## src/rtl/multicycle_ctrl_pkg.sv

```systemverilog
// Shared encodings for the multi-cycle RISC-V control sequencer.
// Covers state codes, opcodes, mux select codes and the DECODE dispatch helper.
package multicycle_ctrl_pkg;

  typedef enum logic [3:0] {
    S_IDLE    = 4'd0,
    S_FETCH   = 4'd1,
    S_DECODE  = 4'd2,
    S_MEMADR  = 4'd3,
    S_MEMRD   = 4'd4,
    S_MEMWB   = 4'd5,
    S_MEMWR   = 4'd6,
    S_EXECI   = 4'd7,
    S_ALUWB   = 4'd8,
    S_ILLEGAL = 4'd9
  } state_t;

  localparam logic [6:0] OP_LW    = 7'b0000011;
  localparam logic [6:0] OP_SW    = 7'b0100011;
  localparam logic [6:0] OP_ITYPE = 7'b0010011;

  localparam logic [2:0] F3_WORD = 3'b010;
  localparam logic [2:0] F3_ADDI = 3'b000;
  localparam logic [2:0] F3_SLTI = 3'b010;
  localparam logic [2:0] F3_ORI  = 3'b110;
  localparam logic [2:0] F3_ANDI = 3'b111;

  localparam logic [1:0] SRCA_PC    = 2'b00;
  localparam logic [1:0] SRCA_OLDPC = 2'b01;
  localparam logic [1:0] SRCA_RD1   = 2'b10;

  localparam logic [1:0] SRCB_RD2  = 2'b00;
  localparam logic [1:0] SRCB_IMM  = 2'b01;
  localparam logic [1:0] SRCB_FOUR = 2'b10;

  localparam logic [1:0] RES_ALUOUT    = 2'b00;
  localparam logic [1:0] RES_READDATA  = 2'b01;
  localparam logic [1:0] RES_ALURESULT = 2'b10;

  localparam logic [2:0] ALU_ADD = 3'b000;
  localparam logic [2:0] ALU_SUB = 3'b001;
  localparam logic [2:0] ALU_AND = 3'b010;
  localparam logic [2:0] ALU_OR  = 3'b011;
  localparam logic [2:0] ALU_SLT = 3'b101;

  // Successor of DECODE for a given instruction; anything unsupported traps to ILLEGAL.
  function automatic state_t decode_next(input logic [6:0] op, input logic [2:0] funct3);
    state_t nxt;
    nxt = S_ILLEGAL;
    if ((op == OP_LW || op == OP_SW) && funct3 == F3_WORD)
      nxt = S_MEMADR;
    else if (op == OP_ITYPE &&
             (funct3 == F3_ADDI || funct3 == F3_SLTI ||
              funct3 == F3_ORI  || funct3 == F3_ANDI))
      nxt = S_EXECI;
    return nxt;
  endfunction

endpackage

```

## src/rtl/multicycle_ctrl_fsm_if.sv

```systemverilog
// Instruction-register inputs, memory handshake and datapath controls of the sequencer.
// The slave modport is the controller side; the master modport is the datapath side.
interface multicycle_ctrl_fsm_if #(
  parameter int RET_W = 32
);
  logic [6:0]       op;
  logic [2:0]       funct3;
  logic             mem_ready;
  logic             PCWrite;
  logic             IRWrite;
  logic             AdrSrc;
  logic             MemRead;
  logic             MemWrite;
  logic             RegWrite;
  logic [1:0]       ALUSrcA;
  logic [1:0]       ALUSrcB;
  logic [2:0]       ALUControl;
  logic [1:0]       ResultSrc;
  logic             illegal;
  logic [RET_W-1:0] retired;
  logic [3:0]       state_dbg;

  modport slave (
    input  op, funct3, mem_ready,
    output PCWrite, IRWrite, AdrSrc, MemRead, MemWrite, RegWrite,
           ALUSrcA, ALUSrcB, ALUControl, ResultSrc, illegal, retired, state_dbg
  );

  modport master (
    output op, funct3, mem_ready,
    input  PCWrite, IRWrite, AdrSrc, MemRead, MemWrite, RegWrite,
           ALUSrcA, ALUSrcB, ALUControl, ResultSrc, illegal, retired, state_dbg
  );
endinterface

```

## src/rtl/multicycle_alu_dec.sv

```systemverilog
// ALU operation select: add everywhere except EXECI, where the latched funct3 picks the op.
module multicycle_alu_dec
  import multicycle_ctrl_pkg::*;
(
  input  state_t     i_state,
  input  logic [2:0] i_funct3,
  output logic [2:0] o_alu_ctrl
);

  always_comb begin
    o_alu_ctrl = ALU_ADD;
    if (i_state == S_EXECI) begin
      case (i_funct3)
        F3_SLTI: o_alu_ctrl = ALU_SLT;
        F3_ORI:  o_alu_ctrl = ALU_OR;
        F3_ANDI: o_alu_ctrl = ALU_AND;
        default: o_alu_ctrl = ALU_ADD;
      endcase
    end
  end

endmodule

```

## src/rtl/multicycle_ctrl_fsm.sv

```systemverilog
// Multi-cycle control sequencer for lw/sw/I-type ALU instructions with a ready-paced memory.
// State register, instruction-field latch and retired-instruction counter live here.
module multicycle_ctrl_fsm
  import multicycle_ctrl_pkg::*;
#(
  parameter int RET_W = 32
)(
  input  logic                  clk,
  input  logic                  rst,
  multicycle_ctrl_fsm_if.slave  bus
);

  state_t           r_state;
  state_t           w_next_state;
  logic [6:0]       r_op;
  logic [2:0]       r_funct3;
  logic [RET_W-1:0] r_retired;
  logic             w_retire;
  logic [2:0]       w_alu_ctrl;

  always_ff @(posedge clk or negedge rst) begin
    if (!rst) r_state <= S_IDLE;
    else      r_state <= w_next_state;
  end

  // Later states must not see IR bits that change after DECODE.
  always_ff @(posedge clk) begin
    if (r_state == S_DECODE) begin
      r_op     <= bus.op;
      r_funct3 <= bus.funct3;
    end
  end

  always_comb begin
    w_next_state = r_state;
    case (r_state)
      S_IDLE:    w_next_state = S_FETCH;
      S_FETCH:   w_next_state = bus.mem_ready ? S_DECODE : S_FETCH;
      S_DECODE:  w_next_state = decode_next(bus.op, bus.funct3);
      S_MEMADR:  w_next_state = (r_op == OP_SW) ? S_MEMWR : S_MEMRD;
      S_MEMRD:   w_next_state = bus.mem_ready ? S_MEMWB : S_MEMRD;
      S_MEMWB:   w_next_state = S_FETCH;
      S_MEMWR:   w_next_state = bus.mem_ready ? S_FETCH : S_MEMWR;
      S_EXECI:   w_next_state = S_ALUWB;
      S_ALUWB:   w_next_state = S_FETCH;
      S_ILLEGAL: w_next_state = S_FETCH;
      default:   w_next_state = S_IDLE;
    endcase
  end

  always_comb begin
    bus.PCWrite   = 1'b0;
    bus.IRWrite   = 1'b0;
    bus.AdrSrc    = 1'b0;
    bus.MemRead   = 1'b0;
    bus.MemWrite  = 1'b0;
    bus.RegWrite  = 1'b0;
    bus.ALUSrcA   = SRCA_PC;
    bus.ALUSrcB   = SRCB_RD2;
    bus.ResultSrc = RES_ALUOUT;
    bus.illegal   = 1'b0;
    case (r_state)
      S_FETCH: begin
        bus.MemRead   = 1'b1;
        bus.ALUSrcB   = SRCB_FOUR;
        bus.ResultSrc = RES_ALURESULT;
        // IR and PC load only on the cycle the read data is actually valid.
        bus.IRWrite   = bus.mem_ready;
        bus.PCWrite   = bus.mem_ready;
      end
      S_DECODE: begin
        bus.ALUSrcA = SRCA_OLDPC;
        bus.ALUSrcB = SRCB_IMM;
      end
      S_MEMADR, S_EXECI: begin
        bus.ALUSrcA = SRCA_RD1;
        bus.ALUSrcB = SRCB_IMM;
      end
      S_MEMRD: begin
        bus.MemRead = 1'b1;
        bus.AdrSrc  = 1'b1;
      end
      S_MEMWB: begin
        bus.ResultSrc = RES_READDATA;
        bus.RegWrite  = 1'b1;
      end
      S_MEMWR: begin
        bus.MemWrite = 1'b1;
        bus.AdrSrc   = 1'b1;
      end
      S_ALUWB: begin
        bus.ResultSrc = RES_ALUOUT;
        bus.RegWrite  = 1'b1;
      end
      S_ILLEGAL: bus.illegal = 1'b1;
      default: ;
    endcase
  end

  multicycle_alu_dec u_alu_dec (
    .i_state    (r_state),
    .i_funct3   (r_funct3),
    .o_alu_ctrl (w_alu_ctrl)
  );

  // A store retires on the cycle memory accepts it, not on entry to MEMWR.
  assign w_retire = (r_state == S_MEMWB) || (r_state == S_ALUWB) ||
                    ((r_state == S_MEMWR) && bus.mem_ready);

  always_ff @(posedge clk or negedge rst) begin
    if (!rst)          r_retired <= '0;
    else if (w_retire) r_retired <= r_retired + RET_W'(1);
  end

  assign bus.ALUControl = w_alu_ctrl;
  assign bus.retired    = r_retired;
  assign bus.state_dbg  = r_state;

endmodule

```

## src/flat_wrapper.sv

```systemverilog
// flat-port wrapper written by rule: the top's interface ports become plain ports
module multicycle_ctrl_fsm_flat import multicycle_ctrl_pkg::*;
#(
  parameter int RET_W = 32
)
  (clk, rst, bus_op, bus_funct3, bus_mem_ready, bus_PCWrite, bus_IRWrite, bus_AdrSrc, bus_MemRead, bus_MemWrite, bus_RegWrite, bus_ALUSrcA, bus_ALUSrcB, bus_ALUControl, bus_ResultSrc, bus_illegal, bus_retired, bus_state_dbg);
  multicycle_ctrl_fsm_if #(.RET_W(RET_W)) bus_i ();
  input  logic clk;
  input  logic rst;
  input wire logic [$bits(bus_i.op)-1:0] bus_op;
  input wire logic [$bits(bus_i.funct3)-1:0] bus_funct3;
  input wire logic [$bits(bus_i.mem_ready)-1:0] bus_mem_ready;
  output wire logic [$bits(bus_i.PCWrite)-1:0] bus_PCWrite;
  output wire logic [$bits(bus_i.IRWrite)-1:0] bus_IRWrite;
  output wire logic [$bits(bus_i.AdrSrc)-1:0] bus_AdrSrc;
  output wire logic [$bits(bus_i.MemRead)-1:0] bus_MemRead;
  output wire logic [$bits(bus_i.MemWrite)-1:0] bus_MemWrite;
  output wire logic [$bits(bus_i.RegWrite)-1:0] bus_RegWrite;
  output wire logic [$bits(bus_i.ALUSrcA)-1:0] bus_ALUSrcA;
  output wire logic [$bits(bus_i.ALUSrcB)-1:0] bus_ALUSrcB;
  output wire logic [$bits(bus_i.ALUControl)-1:0] bus_ALUControl;
  output wire logic [$bits(bus_i.ResultSrc)-1:0] bus_ResultSrc;
  output wire logic [$bits(bus_i.illegal)-1:0] bus_illegal;
  output wire logic [$bits(bus_i.retired)-1:0] bus_retired;
  output wire logic [$bits(bus_i.state_dbg)-1:0] bus_state_dbg;
  assign bus_i.op = bus_op;
  assign bus_i.funct3 = bus_funct3;
  assign bus_i.mem_ready = bus_mem_ready;
  assign bus_PCWrite = bus_i.PCWrite;
  assign bus_IRWrite = bus_i.IRWrite;
  assign bus_AdrSrc = bus_i.AdrSrc;
  assign bus_MemRead = bus_i.MemRead;
  assign bus_MemWrite = bus_i.MemWrite;
  assign bus_RegWrite = bus_i.RegWrite;
  assign bus_ALUSrcA = bus_i.ALUSrcA;
  assign bus_ALUSrcB = bus_i.ALUSrcB;
  assign bus_ALUControl = bus_i.ALUControl;
  assign bus_ResultSrc = bus_i.ResultSrc;
  assign bus_illegal = bus_i.illegal;
  assign bus_retired = bus_i.retired;
  assign bus_state_dbg = bus_i.state_dbg;
  multicycle_ctrl_fsm #(.RET_W(RET_W)) u_core (.clk(clk), .rst(rst), .bus(bus_i));
endmodule
```

## config.mk

```make
export PLATFORM = sky130hd
export DESIGN_NAME = multicycle_ctrl_fsm_flat
export DESIGN_NICKNAME = d
export VERILOG_FILES = /design/src/rtl/multicycle_ctrl_pkg.sv /design/src/rtl/multicycle_ctrl_fsm_if.sv /design/src/rtl/multicycle_alu_dec.sv /design/src/rtl/multicycle_ctrl_fsm.sv /design/src/flat_wrapper.sv
export SDC_FILE = /design/constraint.sdc
export NUM_CORES = 1
export LEC_CHECK = 0
export ABC_CLOCK_PERIOD_IN_PS = 2500
export BUFFER_PORTS_ARGS = -buffer_cell sky130_fd_sc_hd__buf_2
export CAP_MARGIN = 20
export CORE_ASPECT_RATIO = 0.8
export CORE_UTILIZATION = 52
export DETAILED_ROUTE_END_ITERATION = 6
export PLACE_DENSITY = 0.8
export SLEW_MARGIN = 20
export SYNTH_ARGS = -nofsm -noshare
export SYNTH_HDL_FRONTEND = slang
export SYNTH_SLANG_ARGS = --single-unit
export TNS_END_PERCENT = 1
```

## constraint.sdc

```tcl
create_clock -name clk -period 2.5 [get_ports clk]
set_input_delay 0.25 -clock clk [delete_from_list [all_inputs] [get_ports clk]]
set_output_delay 0.25 -clock clk [all_outputs]
set_load 0.02 [all_outputs]
```

# Yosys cells after proc, flatten, opt, wreduce, memory -nomap -nowiden
# Index checks and enable logic that the tools add are counted.
word_totals:
  ff_bits: 46
  inputBits: 13
  output_inout_bits: 52
  word_cells: 59
op_classes:
  mux: 18
  eq_ne: 19
  n_reduce_logical: 17
  n_addsub: 1
op_table:
  columns: ["cell", "n"]
  rows:
  - ["32-bit by 1-bit adder with 32-bit output (second input constant)", 1]
  - ["4-bit case mux with 7 select lines", 1]
  - ["4-bit by 3-bit == test with 1-bit output (second input constant)", 4]
  - ["7-bit by 6-bit == test with 1-bit output (second input constant)", 2]
  - ["3-bit == test (second input constant)", 4]
  - ["2-bit case mux with 2 select lines", 3]
  - ["3-bit case mux with 3 select lines", 1]
  - ["4-bit by 2-bit == test with 1-bit output (second input constant)", 2]
  - ["4-bit == test (second input constant)", 2]
  - ["4-bit two-way mux", 2]
  - ["2-bit OR reduction", 4]
  - ["7-bit by 2-bit == test with 1-bit output (second input constant)", 1]
  - ["7-bit by 5-bit == test with 1-bit output (second input constant)", 1]
  - ["1-bit two-way mux", 7]
  - ["3-bit by 2-bit == test with 1-bit output (second input constant)", 2]
  - ["1-bit logical OR", 6]
  - ["3-bit two-way mux", 2]
  - ["4-bit by 1-bit == test with 1-bit output (second input constant)", 1]
  - ["4-bit zero test", 1]
  - ["2-bit two-way mux", 2]
  - ["4-bit OR reduction", 1]
  - ["1-bit logical AND", 3]
  - ["3-bit zero test", 1]
  - ["3-bit OR reduction", 1]

# Longest topological paths before layout
# Gate-level depths: netlist of run 1.
logic_depth:
  depth_word: 8
  ltp_mapped: 7

# By module
# A second synthesis of run 1 with hierarchy kept.
unflattened:
  cells_unflattened: 200
  hier_area_um2: 2189.6
by_module_without_submodules:
  columns: ["mod", "area_per_inst_um2", "cells_each", "n_inst", "seq_area_each_um2"]
  rows:
  - ["multicycle_ctrl_fsm", 2147.1, 194, 1, 1201.2]
  - ["multicycle_alu_dec", 42.5, 6, 1, 0.0]

# Worst setup path after synthesis of run 1
# Ideal clock, no wire load.
synth_timing:
  path_kind: "register to output"
  startpoint: "reg u_core.r_state[0], in the netlist u_core.bus.state_dbg[0]"
  endpoint: "out bus_PCWrite"
  path_stages_with_launch: 6
  t_arrival_ps: 2006
  setup_slack_ps: 244
  required_time_ps: 2250
  cell_sequence: "dfrtp_1 > clkbuf_1 > nand2_1 > nor3_1 > and2_1 > buf_4"
synth_between:
  elab_chain_len: 2
synth_rtl:
  columns: ["item", "line", "rtl"]
  rows:
  - ["start: declaration", "multicycle_ctrl_fsm.sv:13", "state_t r_state;"]
  - ["start signal: assignment", "multicycle_ctrl_fsm.sv:23", "else r_state <= w_next_state;"]
  - ["4-bit by 1-bit == test with 1-bit output", null, null]
  - ["1-bit two-way mux", null, null]
  - ["end: declaration", "flat_wrapper.sv:13", "output wire logic [$bits(bus_i.PCWrite)-1:0] bus_PCWrite;"]
# Every way passes these cells.

# Worst setup path in the final report of run 1
layout_timing:
  startpoint: "reg u_core.r_state[1], in the netlist u_core.bus.state_dbg[1]"
  endpoint: "out bus_IRWrite"
layout_between:
  elab_chain_len: 2
layout_rtl:
  columns: ["item", "line", "rtl"]
  rows:
  - ["4-bit by 1-bit == test with 1-bit output", "multicycle_ctrl_fsm.sv:62", "case (r_state)"]
  - ["1-bit two-way mux", "multicycle_ctrl_fsm.sv:62", null]
  - ["end: declaration", "flat_wrapper.sv:14", "output wire logic [$bits(bus_i.IRWrite)-1:0] bus_IRWrite;"]
# Every way passes these cells.

==> results.sh, run 1 <==
export IMPL_outcome="finished, final reports clean"
export IMPL_period_minus_slack_ns=2.005
export IMPL_cp_data_required_time_ns=2.25
export IMPL_drive_gt1_share_pct=31.16
export IMPL_post_cts_buffers=0
export IMPL_grt_antenna_before_repair=0
export IMPL_yosysWarningCount=0
export IMPL_hold_violations=0
export IMPL_ir_drop_mv=0.5053
export IMPL_cts_resized=0
export IMPL_hold_class="in2async"
export IMPL_clk_latency_ns=0.30
export IMPL_numCtsBuffers=5
export IMPL_reg2reg_depth=5
export IMPL_start_kind="register"
export IMPL_viasPerCell=5.267
export IMPL_cts_max_path_buffers=2
export IMPL_die_w_um=76.13
export IMPL_reg2reg_from="u_core.bus.state_dbg[0]"
export IMPL_yosys_most_used_dff="dfrtp_1"
export IMPL_dr_pass1_iters=5
export IMPL_place_hpwl_um=3325
export IMPL_crit_path_end_kind="primary output"
export IMPL_rows=21
export IMPL_diodes=0
export IMPL_synth_edff_count=10
export IMPL_dieArea_mm2=0.004667
export IMPL_io_pins=65
export IMPL_stdcell_area_mm2=0.002788
export IMPL_p_leak_uw=0.001413
export IMPL_tns_ns=0
export IMPL_h_tree_depth=2
export IMPL_detail_route_wl_per_cell_um=13.56
export IMPL_tightest_slew_ns=0.7755
export IMPL_overflow=0
export IMPL_grt_start_max_net_pins=37
export IMPL_netlist_instances=209
export IMPL_io_buffers=64
export IMPL_fin_ws_ns=0.4955
export IMPL_drcViolationCount=0
export IMPL_core_area_mm2=0.004204
export IMPL_final_cell_mix="buf_2 (64), dfrtp_1 (36), nand2_1 (19)"
export IMPL_die_y_um=61.30
export IMPL_synth_seq_area_share_pct=52.55
export IMPL_ant_nets=0
export IMPL_grtUsageTotal_pct=20.64
export IMPL_pre_cts_ws_ns=0.5356
export IMPL_nets=289
export IMPL_regToRegSetupSlack_ns=0.52
export IMPL_grt_pass1_vias=1571
export IMPL_clk_pin_slew_ns=0.08
export IMPL_gp_congestion=0.8621
export IMPL_root_buffer="clkbuf_8"
export IMPL_power_density_mw_per_mm2=851.2
export IMPL_num_vias=1754
export IMPL_finalClockSkew_ns=0.004580
export IMPL_ys_ff_latch=46
export IMPL_cts_tree="built"
export IMPL_syn_to_final_growth_pct=21.95
export IMPL_worstSetupPathType="reg2out"
export IMPL_synth_cell_area_mm2=0.002286
export IMPL_max_freq_mhz=498.9
export IMPL_hold_buffers=0
export IMPL_avgSynthCellArea_um2=10.94
export IMPL_path_max_fanout=7
export IMPL_fin_crit_sh_pct=80.18
export IMPL_hold_slack_ns=0.01893
export IMPL_reg2reg_to="u_core.bus.retired[13]"
export IMPL_initial_utilization_pct=54.37
export IMPL_slew_violations=0
export IMPL_grt_first_pass_wirelength_um=7327
export IMPL_synth_nets=223
export IMPL_async_flop_share_pct=78.26
export IMPL_totalWireLength_um=4515
export IMPL_rsz0062_at_grt="false"
export IMPL_placed_area_mm2=0.002655
export IMPL_setup_violations=0
export IMPL_final_common_cell="buf_2"
export IMPL_maxCapViolCount=0
export IMPL_clock_sinks=46
export IMPL_synth_cell_types=42
export IMPL_drt_iter0_drc=156
export IMPL_relSlewSlack_pct=48.30
export IMPL_arrival_ns=1.75
export IMPL_dp_cells=325
export IMPL_final_cells=333
[power by group]
part	internal (uW)	switching [uW]	leakage [uW]
registers	856	132	0.000552
clock network	346	245	0.0000678
logic	279	515	0.000794
total	1480	892	0.00141
[cell type report]
type | instances | area [um2]
sequential | 46 | 1201
multi-input combinational | 146 | 1013
fill | 343 | 1416
inverter | 11 | 41.29
tap | 57 | 71.32
clock buffer | 8 | 132.6
timing repair buffer | 65 | 327.8
[cells by family (layout without fill, tap and decap cells)]
family | after synthesis | in the layout | share of synthesized area (%)
muxes | 1 | 1 | 0.4926
buffers and inverters | 17 | 84 | 3.120
DFF | 46 | 46 | 52.55
xor gates and xnor gates | 31 | 31 | 11.88
AOI/OAI and AO/OA | 16 | 16 | 6.295
and+or+nand+nor | 97 | 97 | 25.12
adders and majority gates | 1 | 1 | 0.5473
[flip-flops by register name, summed over array words and instances (netlist names)]
name / count
u_core.bus.retired: 32
u_core.r_op: 7
u_core.r_funct3: 3
u_core.bus.state_dbg: 4
[synthesized netlist by cell type (all sizes together) (2+ instances only)]
master / n / area [um2]
dfrtp: 36 / 900.9
nand2: 19 / 71.32
xor2: 16 / 140.1
nor2: 15 / 56.30
nor3: 15 / 107.6
xnor2: 15 / 131.4
inv: 11 / 41.29
nand3: 11 / 55.05
edfxtp: 10 / 300.3
nand4: 6 / 52.55
a21oi: 5 / 25.02
and3: 5 / 31.28
o21ai: 5 / 25.02
buf: 4 / 22.52
nand2b: 4 / 25.02
nor4: 4 / 37.53
and2: 3 / 18.77
clkbuf: 2 / 7.510
nor2b: 2 / 12.51
o2111ai: 2 / 52.55
or2: 2 / 12.51
or3: 2 / 12.51
[per-stage QoR]
step / total power [uW] / util (%)
after CTS: 2383 / 66.31
after global routing: 2492 / 66.31
after global placement: 1779 / 63.15
after floorplan: 1548 / -
after detailed placement: 1791 / 63.15
final: 2373 / 66.31
[worst max-delay path: stages, from the launching register on]
cell,delay [ns]
dfrtp_1,0.42
buf_4,0.18
inv_1,0.11
nand2_1,0.09
nor3_1,0.28
and2_1,0.21
buf_2,0.17
[how the worst max path moves through the flow]
stage,startpoint,end,slack (ns)
floorplan,u_core.bus.state_dbg[0],bus_PCWrite,0.24
global placement,u_core.bus.state_dbg[0],u_core.bus.retired[13],0.61
detailed placement,u_core.bus.state_dbg[0],u_core.bus.retired[13],0.54
CTS,u_core.bus.state_dbg[1],bus_IRWrite,0.50
global route,u_core.bus.state_dbg[0],bus_IRWrite,0.34
finish,u_core.bus.state_dbg[1],bus_IRWrite,0.50
[routing by layer]
| metal | vias to the layer above | GRT usage (%) | routed length (um) |
|---|---|---|---|
| met1 | 842 | 26.58 | 2096 |
| met4 | 0 | 7.418 | 62 |
| li1 | 859 | - | - |
| met3 | 7 | 4.889 | 217 |
| met2 | 46 | 35.32 | 2138 |
| met5 | - | 0 | 0 |
No activity file was read; power rests on OpenSTA's default activity.
==> run 2: changes to the inputs <==
--- a/config.mk
+++ b/config.mk
@@ -5,13 +5,13 @@
 export SDC_FILE = /design/constraint.sdc
 export NUM_CORES = 1
 export LEC_CHECK = 0
-export ABC_CLOCK_PERIOD_IN_PS = 2500
+export ABC_CLOCK_PERIOD_IN_PS = 1750
 export BUFFER_PORTS_ARGS = -buffer_cell sky130_fd_sc_hd__buf_2
 export CAP_MARGIN = 20
 export CORE_ASPECT_RATIO = 0.8
-export CORE_UTILIZATION = 52
+export CORE_UTILIZATION = 47
 export DETAILED_ROUTE_END_ITERATION = 6
-export PLACE_DENSITY = 0.8
+export PLACE_DENSITY = 0.76
 export SLEW_MARGIN = 20
 export SYNTH_ARGS = -nofsm -noshare
 export SYNTH_HDL_FRONTEND = slang
==> constraint.sdc (replaced) <==
create_clock -name clk -period 1.75 [get_ports clk]
set_input_delay 0.175 -clock clk [delete_from_list [all_inputs] [get_ports clk]]
set_output_delay 0.175 -clock clk [all_outputs]
set_load 0.02 [all_outputs]
==> run 2 against run 1 <==
Against the previous run:
- the run now ends with setup timing left
- total power is 61% higher
- critical path depth is 1 higher
- count of clock-buffer cells in the layout unchanged
- critical endpoint is now u_core.bus.retired[23]
- largest cell class unchanged
==> results.sh, run 2 (same netlist as run 1, synthesis figures left out) <==
export IMPL_final_common_cell="buf_2"
export IMPL_n_fill_cell=344
export IMPL_hold_start="bus_op[6]"
export IMPL_power_density_mw_per_mm2=1212
export IMPL_die_y_um=64.38
export IMPL_io_buffers=64
export IMPL_detail_route_wl_per_cell_um=14.57
export IMPL_rows=22
export IMPL_maxCapViolCount=0
export IMPL_initial_utilization_pct=49.43
export IMPL_final_cell_mix="buf_2 (62), dfrtp_1 (33), buf_4 (25)"
export IMPL_clk_latency_ns=0.30
export IMPL_root_buffer="clkbuf_8"
export IMPL_place_hpwl_um=3698
export IMPL_slew_violations=0
export IMPL_reg2reg_from="u_core.bus.state_dbg[1]"
export IMPL_diodes=0
export IMPL_h_tree_depth=2
export IMPL_path_buf_inv=2
export IMPL_grt_first_pass_wirelength_um=8763
export IMPL_overflow=0
export IMPL_rsz0062_at_grt="true"
export IMPL_arrival_ns=2.05
export IMPL_grt_start_max_net_pins=15
export IMPL_crit_family="flip-flops"
export IMPL_drt_iter0_drc=131
export IMPL_core_area_mm2=0.004624
export IMPL_tns_ns=-0.5669
export IMPL_tightest_slew_ns=0.4374
export IMPL_stdcell_area_mm2=0.003154
export IMPL_syn_to_final_growth_pct=37.99
export IMPL_hold_class="in2reg"
export IMPL_crit_chain="and4bb_2 -> o21bai_4 -> buf_12 -> o2111ai_4 -> buf_12 -> nor3_4 -> xor2_1"
export IMPL_totalWireLength_um=5276
export IMPL_path_max_fanout=5
export IMPL_nets=315
export IMPL_start_kind="register"
export IMPL_slowest_delay_ns=0.44
export IMPL_pre_cts_ws_ns=-0.09659
export IMPL_outcome="finished with violations"
export IMPL_hold_violations=0
export IMPL_period_minus_slack_ns=1.830
export IMPL_cts_max_path_buffers=2
export IMPL_max_freq_mhz=546.5
export IMPL_placed_area_mm2=0.002835
export IMPL_gp_congestion=0.8142
export IMPL_finalClockSkew_ns=0.01340
export IMPL_fin_crit_sh_pct=104.6
export IMPL_io_pins=65
export IMPL_worstSetupPathType="reg2reg"
export IMPL_dieArea_mm2=0.005148
export IMPL_grt_antenna_before_repair=0
export IMPL_ff_latch_area_mm2=0.001205
export IMPL_cts_tree="built"
export IMPL_ir_drop_mv=0.9227
export IMPL_dr_pass1_iters=4
export IMPL_total_power_uw=3824
export IMPL_ant_nets=0
export IMPL_numCtsBuffers=5
export IMPL_drcViolationCount=0
export IMPL_p_leak_uw=0.001592
export IMPL_fin_ws_ns=-0.07970
export IMPL_violations="setup timing"
export IMPL_largest_register_ff_count=32
export IMPL_crit_start="u_core.bus.state_dbg[1]"
export IMPL_grt_pass1_vias=1841
export IMPL_crit_path_end_kind="register"
export IMPL_drive_gt1_share_pct=44.04
export IMPL_cp_data_required_time_ns=1.97
export IMPL_multi_input_area_mm2=0.001141
export IMPL_num_vias=1889
export IMPL_clk_pin_slew_ns=0.09
export IMPL_viasPerCell=5.218
export IMPL_critPathMostFrequentCell="buf_12"
export IMPL_setup_violations=14
export IMPL_clock_sinks=46
export IMPL_grtUsageTotal_pct=22.49
export IMPL_die_w_um=79.97
export IMPL_relSlewSlack_pct=70.83
export IMPL_cpMaxStageDelayCell="dfrtp_2"
-- run 2: cell types whose count changed in the layout (fill, tap and decap cells not counted), moves of 2 or more --
cell,before,now
dfrtp_2,0,3
inv_2,0,2
nor3_4,2,6
nor3_1,11,4
nor3_2,2,5
nor4_4,0,2
buf_4,1,25
buf_2,64,62
nor4_1,2,0
dfrtp_1,36,33
inv_1,11,9
buf_12,0,2
-- run 2: what timing repair did --
action                     4_1_cts  5_1_grt
hold endpoints to repair        12        0
cloned                           0        0
pin swaps                        3        7
resized for setup               16       11
setup endpoints to repair       27       25
hold buffers                     1        0
setup buffers                    3        3
-- run 2: path summary, 6_finish.rpt --
path                            depth (start not counted)                 endpoint  slack (ns)
worst max-delay path                                    7   u_core.bus.retired[23]       -0.08
worst min-delay path                                    1           u_core.r_op[6]        0.06
worst max register to register                          7   u_core.bus.retired[23]       -0.08
worst min register to register                          1   u_core.bus.retired[31]        0.47
max in group asynchronous                               3  u_core.bus.state_dbg[3]        0.93
min in group asynchronous                               2   u_core.bus.retired[30]        0.30
-- run 2: stage by stage --
step	utilization, %	std cells	hold WS, ns
floorplan	-	209	-0.1206
global placement	61.31	347	0.09082
detailed placement	61.31	347	0.09534
CTS	66.42	359	0.05403
global route	68.21	362	0.04982
finish	68.21	362	0.05778
-- run 2: final cells by class --
cell class	count	area share, %
sequential	46	38.20
multi-input combinational	146	36.18
timing repair buffer	91	17.73
clock buffer	8	4.205
tap	60	2.380
inverter	11	1.309
-- run 2: worst reg2reg max path, stage by stage, from the launching register on --
cell	delay [ns]
dfrtp_2	0.44
and4bb_2	0.30
o21bai_4	0.14
buf_12	0.13
o2111ai_4	0.20
buf_12	0.21
nor3_4	0.13
xor2_1	0.20
-- run 2: report_power, final --
part | switching, uW | internal [uW]
Combinational | 928 | 692
Clock | 362 | 494
Sequential | 118 | 1230
Total | 1410 | 2420
-- run 2: per-layer routing --
layer  routed length (um)  GRT usage, %  part of all wire (%)  vias up
li1                     -             -                     -      911
met1                 2464         31.41                    47      927
met2                 2559         34.51                    49       46
met3                  200         4.000                   3.8        5
met4                   52         9.375                  0.99        0
met5                    0             0                     0        -
==> run 3: changes to the inputs <==
--- a/config.mk
+++ b/config.mk
@@ -10,6 +10,7 @@
 export CAP_MARGIN = 20
 export CORE_ASPECT_RATIO = 0.8
 export CORE_UTILIZATION = 47
+export CTS_BUF_LIST = sky130_fd_sc_hd__clkbuf_16
 export DETAILED_ROUTE_END_ITERATION = 6
 export PLACE_DENSITY = 0.76
 export SLEW_MARGIN = 20
==> run 3 against run 2 <==
Against the previous run:
- the run still ends with setup timing left
- hold slack better by 0.015 ns
- final cell count stayed put
- first-iteration DRC count is 3.1% lower
- non-clock buffer count stayed put
- critical path depth stayed put
- routed wire length is 0.11% higher
- core utilization is 0.51 points higher
- clock skew is 0.0053 ns lower
- combinational power hardly changed
- via count is 0.58% higher
- critical endpoint is now u_core.bus.retired[29]
==> results.sh, run 3 (same netlist as run 1, synthesis figures left out) <==
export IMPL_n_fill_cell=330
export IMPL_grt_start_max_net_pins=15
export IMPL_min_to="u_core.r_op[6]"
export IMPL_die_w_um=79.97
export IMPL_max_freq_mhz=547.2
export IMPL_start_kind="register"
export IMPL_dieArea_mm2=0.005148
export IMPL_detail_route_wl_per_cell_um=14.59
export IMPL_hold_violations=0
export IMPL_slowest_delay_ns=0.44
export IMPL_violations="setup timing"
export IMPL_clock_sinks=46
export IMPL_grt_pass1_vias=1856
export IMPL_grt_antenna_before_repair=0
export IMPL_die_y_um=64.38
export IMPL_drt_iter0_drc=127
export IMPL_final_cell_mix="buf_2 (62), dfrtp_1 (33), buf_4 (24)"
export IMPL_hold_start="bus_op[6]"
export IMPL_reg2reg_depth=7
export IMPL_dp_cells=347
export IMPL_crit_path_end_kind="register"
export IMPL_syn_to_final_growth_pct=39.03
export IMPL_hold_class="in2reg"
export IMPL_final_cells=362
export IMPL_power_density_mw_per_mm2=1273
export IMPL_setup_violations=10
export IMPL_overflow=0
export IMPL_num_vias=1900
export IMPL_postLayoutCoreUtil_pct=68.72
export IMPL_slew_violations=0
export IMPL_ant_nets=0
export IMPL_nets=315
export IMPL_worstSetupPathType="reg2reg"
export IMPL_crit_chain="and4bb_2 -> o21bai_4 -> buf_12 -> o2111ai_4 -> buf_6 -> nor4_4 -> xor2_1"
export IMPL_drcViolationCount=0
export IMPL_cts_max_path_buffers=2
export IMPL_reg2reg_from="u_core.bus.state_dbg[1]"
export IMPL_pre_cts_ws_ns=-0.09659
export IMPL_path_max_fanout=5
export IMPL_initial_utilization_pct=49.43
export IMPL_rsz0062_at_grt="true"
export IMPL_diodes=0
export IMPL_outcome="finished with violations"
export IMPL_cts_tree="built"
export IMPL_finalClockSkew_ns=0.008067
export IMPL_numCtsBuffers=5
export IMPL_largest_register_ff_count=32
export IMPL_cp_data_required_time_ns=1.96
export IMPL_relSlewSlack_pct=72.20
export IMPL_total_power_uw=4045
export IMPL_clk_latency_ns=0.29
export IMPL_gp_congestion=0.8142
export IMPL_maxCapViolCount=0
export IMPL_fin_crit_sh_pct=104.4
export IMPL_p_leak_uw=0.001613
export IMPL_grtUsageTotal_pct=22.34
export IMPL_final_common_cell="buf_2"
export IMPL_io_pins=65
export IMPL_ir_drop_mv=1.042
export IMPL_h_tree_depth=2
export IMPL_dr_pass1_iters=4
export IMPL_io_buffers=64
export IMPL_root_buffer="clkbuf_16"
export IMPL_viasPerCell=5.249
export IMPL_totalWireLength_um=5282
export IMPL_cpMaxStageDelayCell="dfrtp_2"
export IMPL_stdcell_area_mm2=0.003178
export IMPL_clk_pin_slew_ns=0.06
export IMPL_regToRegSetupSlack_ns=-0.08
export IMPL_drive_gt1_share_pct=43.38
export IMPL_period_minus_slack_ns=1.827
export IMPL_reg2reg_to="u_core.bus.retired[29]"
export IMPL_hold_depth=1
export IMPL_core_area_mm2=0.004624
export IMPL_tightest_slew_ns=0.4168
export IMPL_rows=22
export IMPL_fin_ws_ns=-0.07741
export IMPL_place_hpwl_um=3698
export IMPL_placed_area_mm2=0.002835
export IMPL_grt_first_pass_wirelength_um=8707
export IMPL_arrival_ns=2.03
-- run 3: worst max path at each step --
stage                                  startpoint  cells after the start  slack, ns                      to
after detailed placement  u_core.bus.state_dbg[3]                      6       -0.1  u_core.bus.retired[27]
after global placement    u_core.bus.state_dbg[3]                      6     -0.001  u_core.bus.retired[27]
after floorplan           u_core.bus.state_dbg[1]                      6      -0.14  u_core.bus.retired[28]
final                     u_core.bus.state_dbg[1]                      7      -0.08  u_core.bus.retired[29]
after global routing      u_core.bus.state_dbg[3]                      7      -0.14  u_core.bus.retired[29]
after CTS                 u_core.bus.state_dbg[3]                      6      -0.06  u_core.bus.retired[28]
-- run 3: area by class of cell --
type	instances	area, um2	share of cell area, %
clock buffers	7	175.2	5.512
clock inverters	1	3.754	0.1181
inverters	11	41.29	1.299
multi-input cells	146	1115	35.08
flip-flops and latches	46	1205	37.91
well taps	60	75.07	2.362
repair buffers	91	563.0	17.72
-- run 3: per-layer routing --
metal / wire length (um) / track usage (%) / up-vias
met5: 0 / 0 / -
met4: 99 / 7.366 / 0
met3: 188 / 5.429 / 12
met2: 2544 / 35.36 / 41
met1: 2450 / 30.11 / 943
li1: - / - / 904
-- run 3: repair_timing --
| item | CTS | global route |
|---|---|---|
| setup buffers | 4 | 2 |
| hold endpoints to repair | 12 | 0 |
| endpoints found under the setup margin | 25 | 24 |
| pin swaps | 3 | 7 |
| hold buffers | 1 | 0 |
| resized for setup | 14 | 10 |
-- run 3: critical path, delay by kind of cell (launching register included) --
kind | cells | cell delay [ns]
xor+xnor | 1 | 0.19
simple gates | 2 | 0.44
buf+inv | 2 | 0.33
flops | 1 | 0.44
compound gates | 2 | 0.34
-- run 3: power by group --
part	switching [uW]	internal, uW
Clock	389	698
Combinational	934	672
Sequential	120	1230
-- run 3: metrics by stage --
stage	hold slack, ns	TNS, ns
2_1_floorplan	-0.1206	-2.092
3_3_place_gp	0.09082	-0.002041
3_5_place_dp	0.09534	-0.4687
4_1_cts	0.07253	-0.2619
5_1_grt	0.06829	-1.572
6_report	0.07322	-0.4031
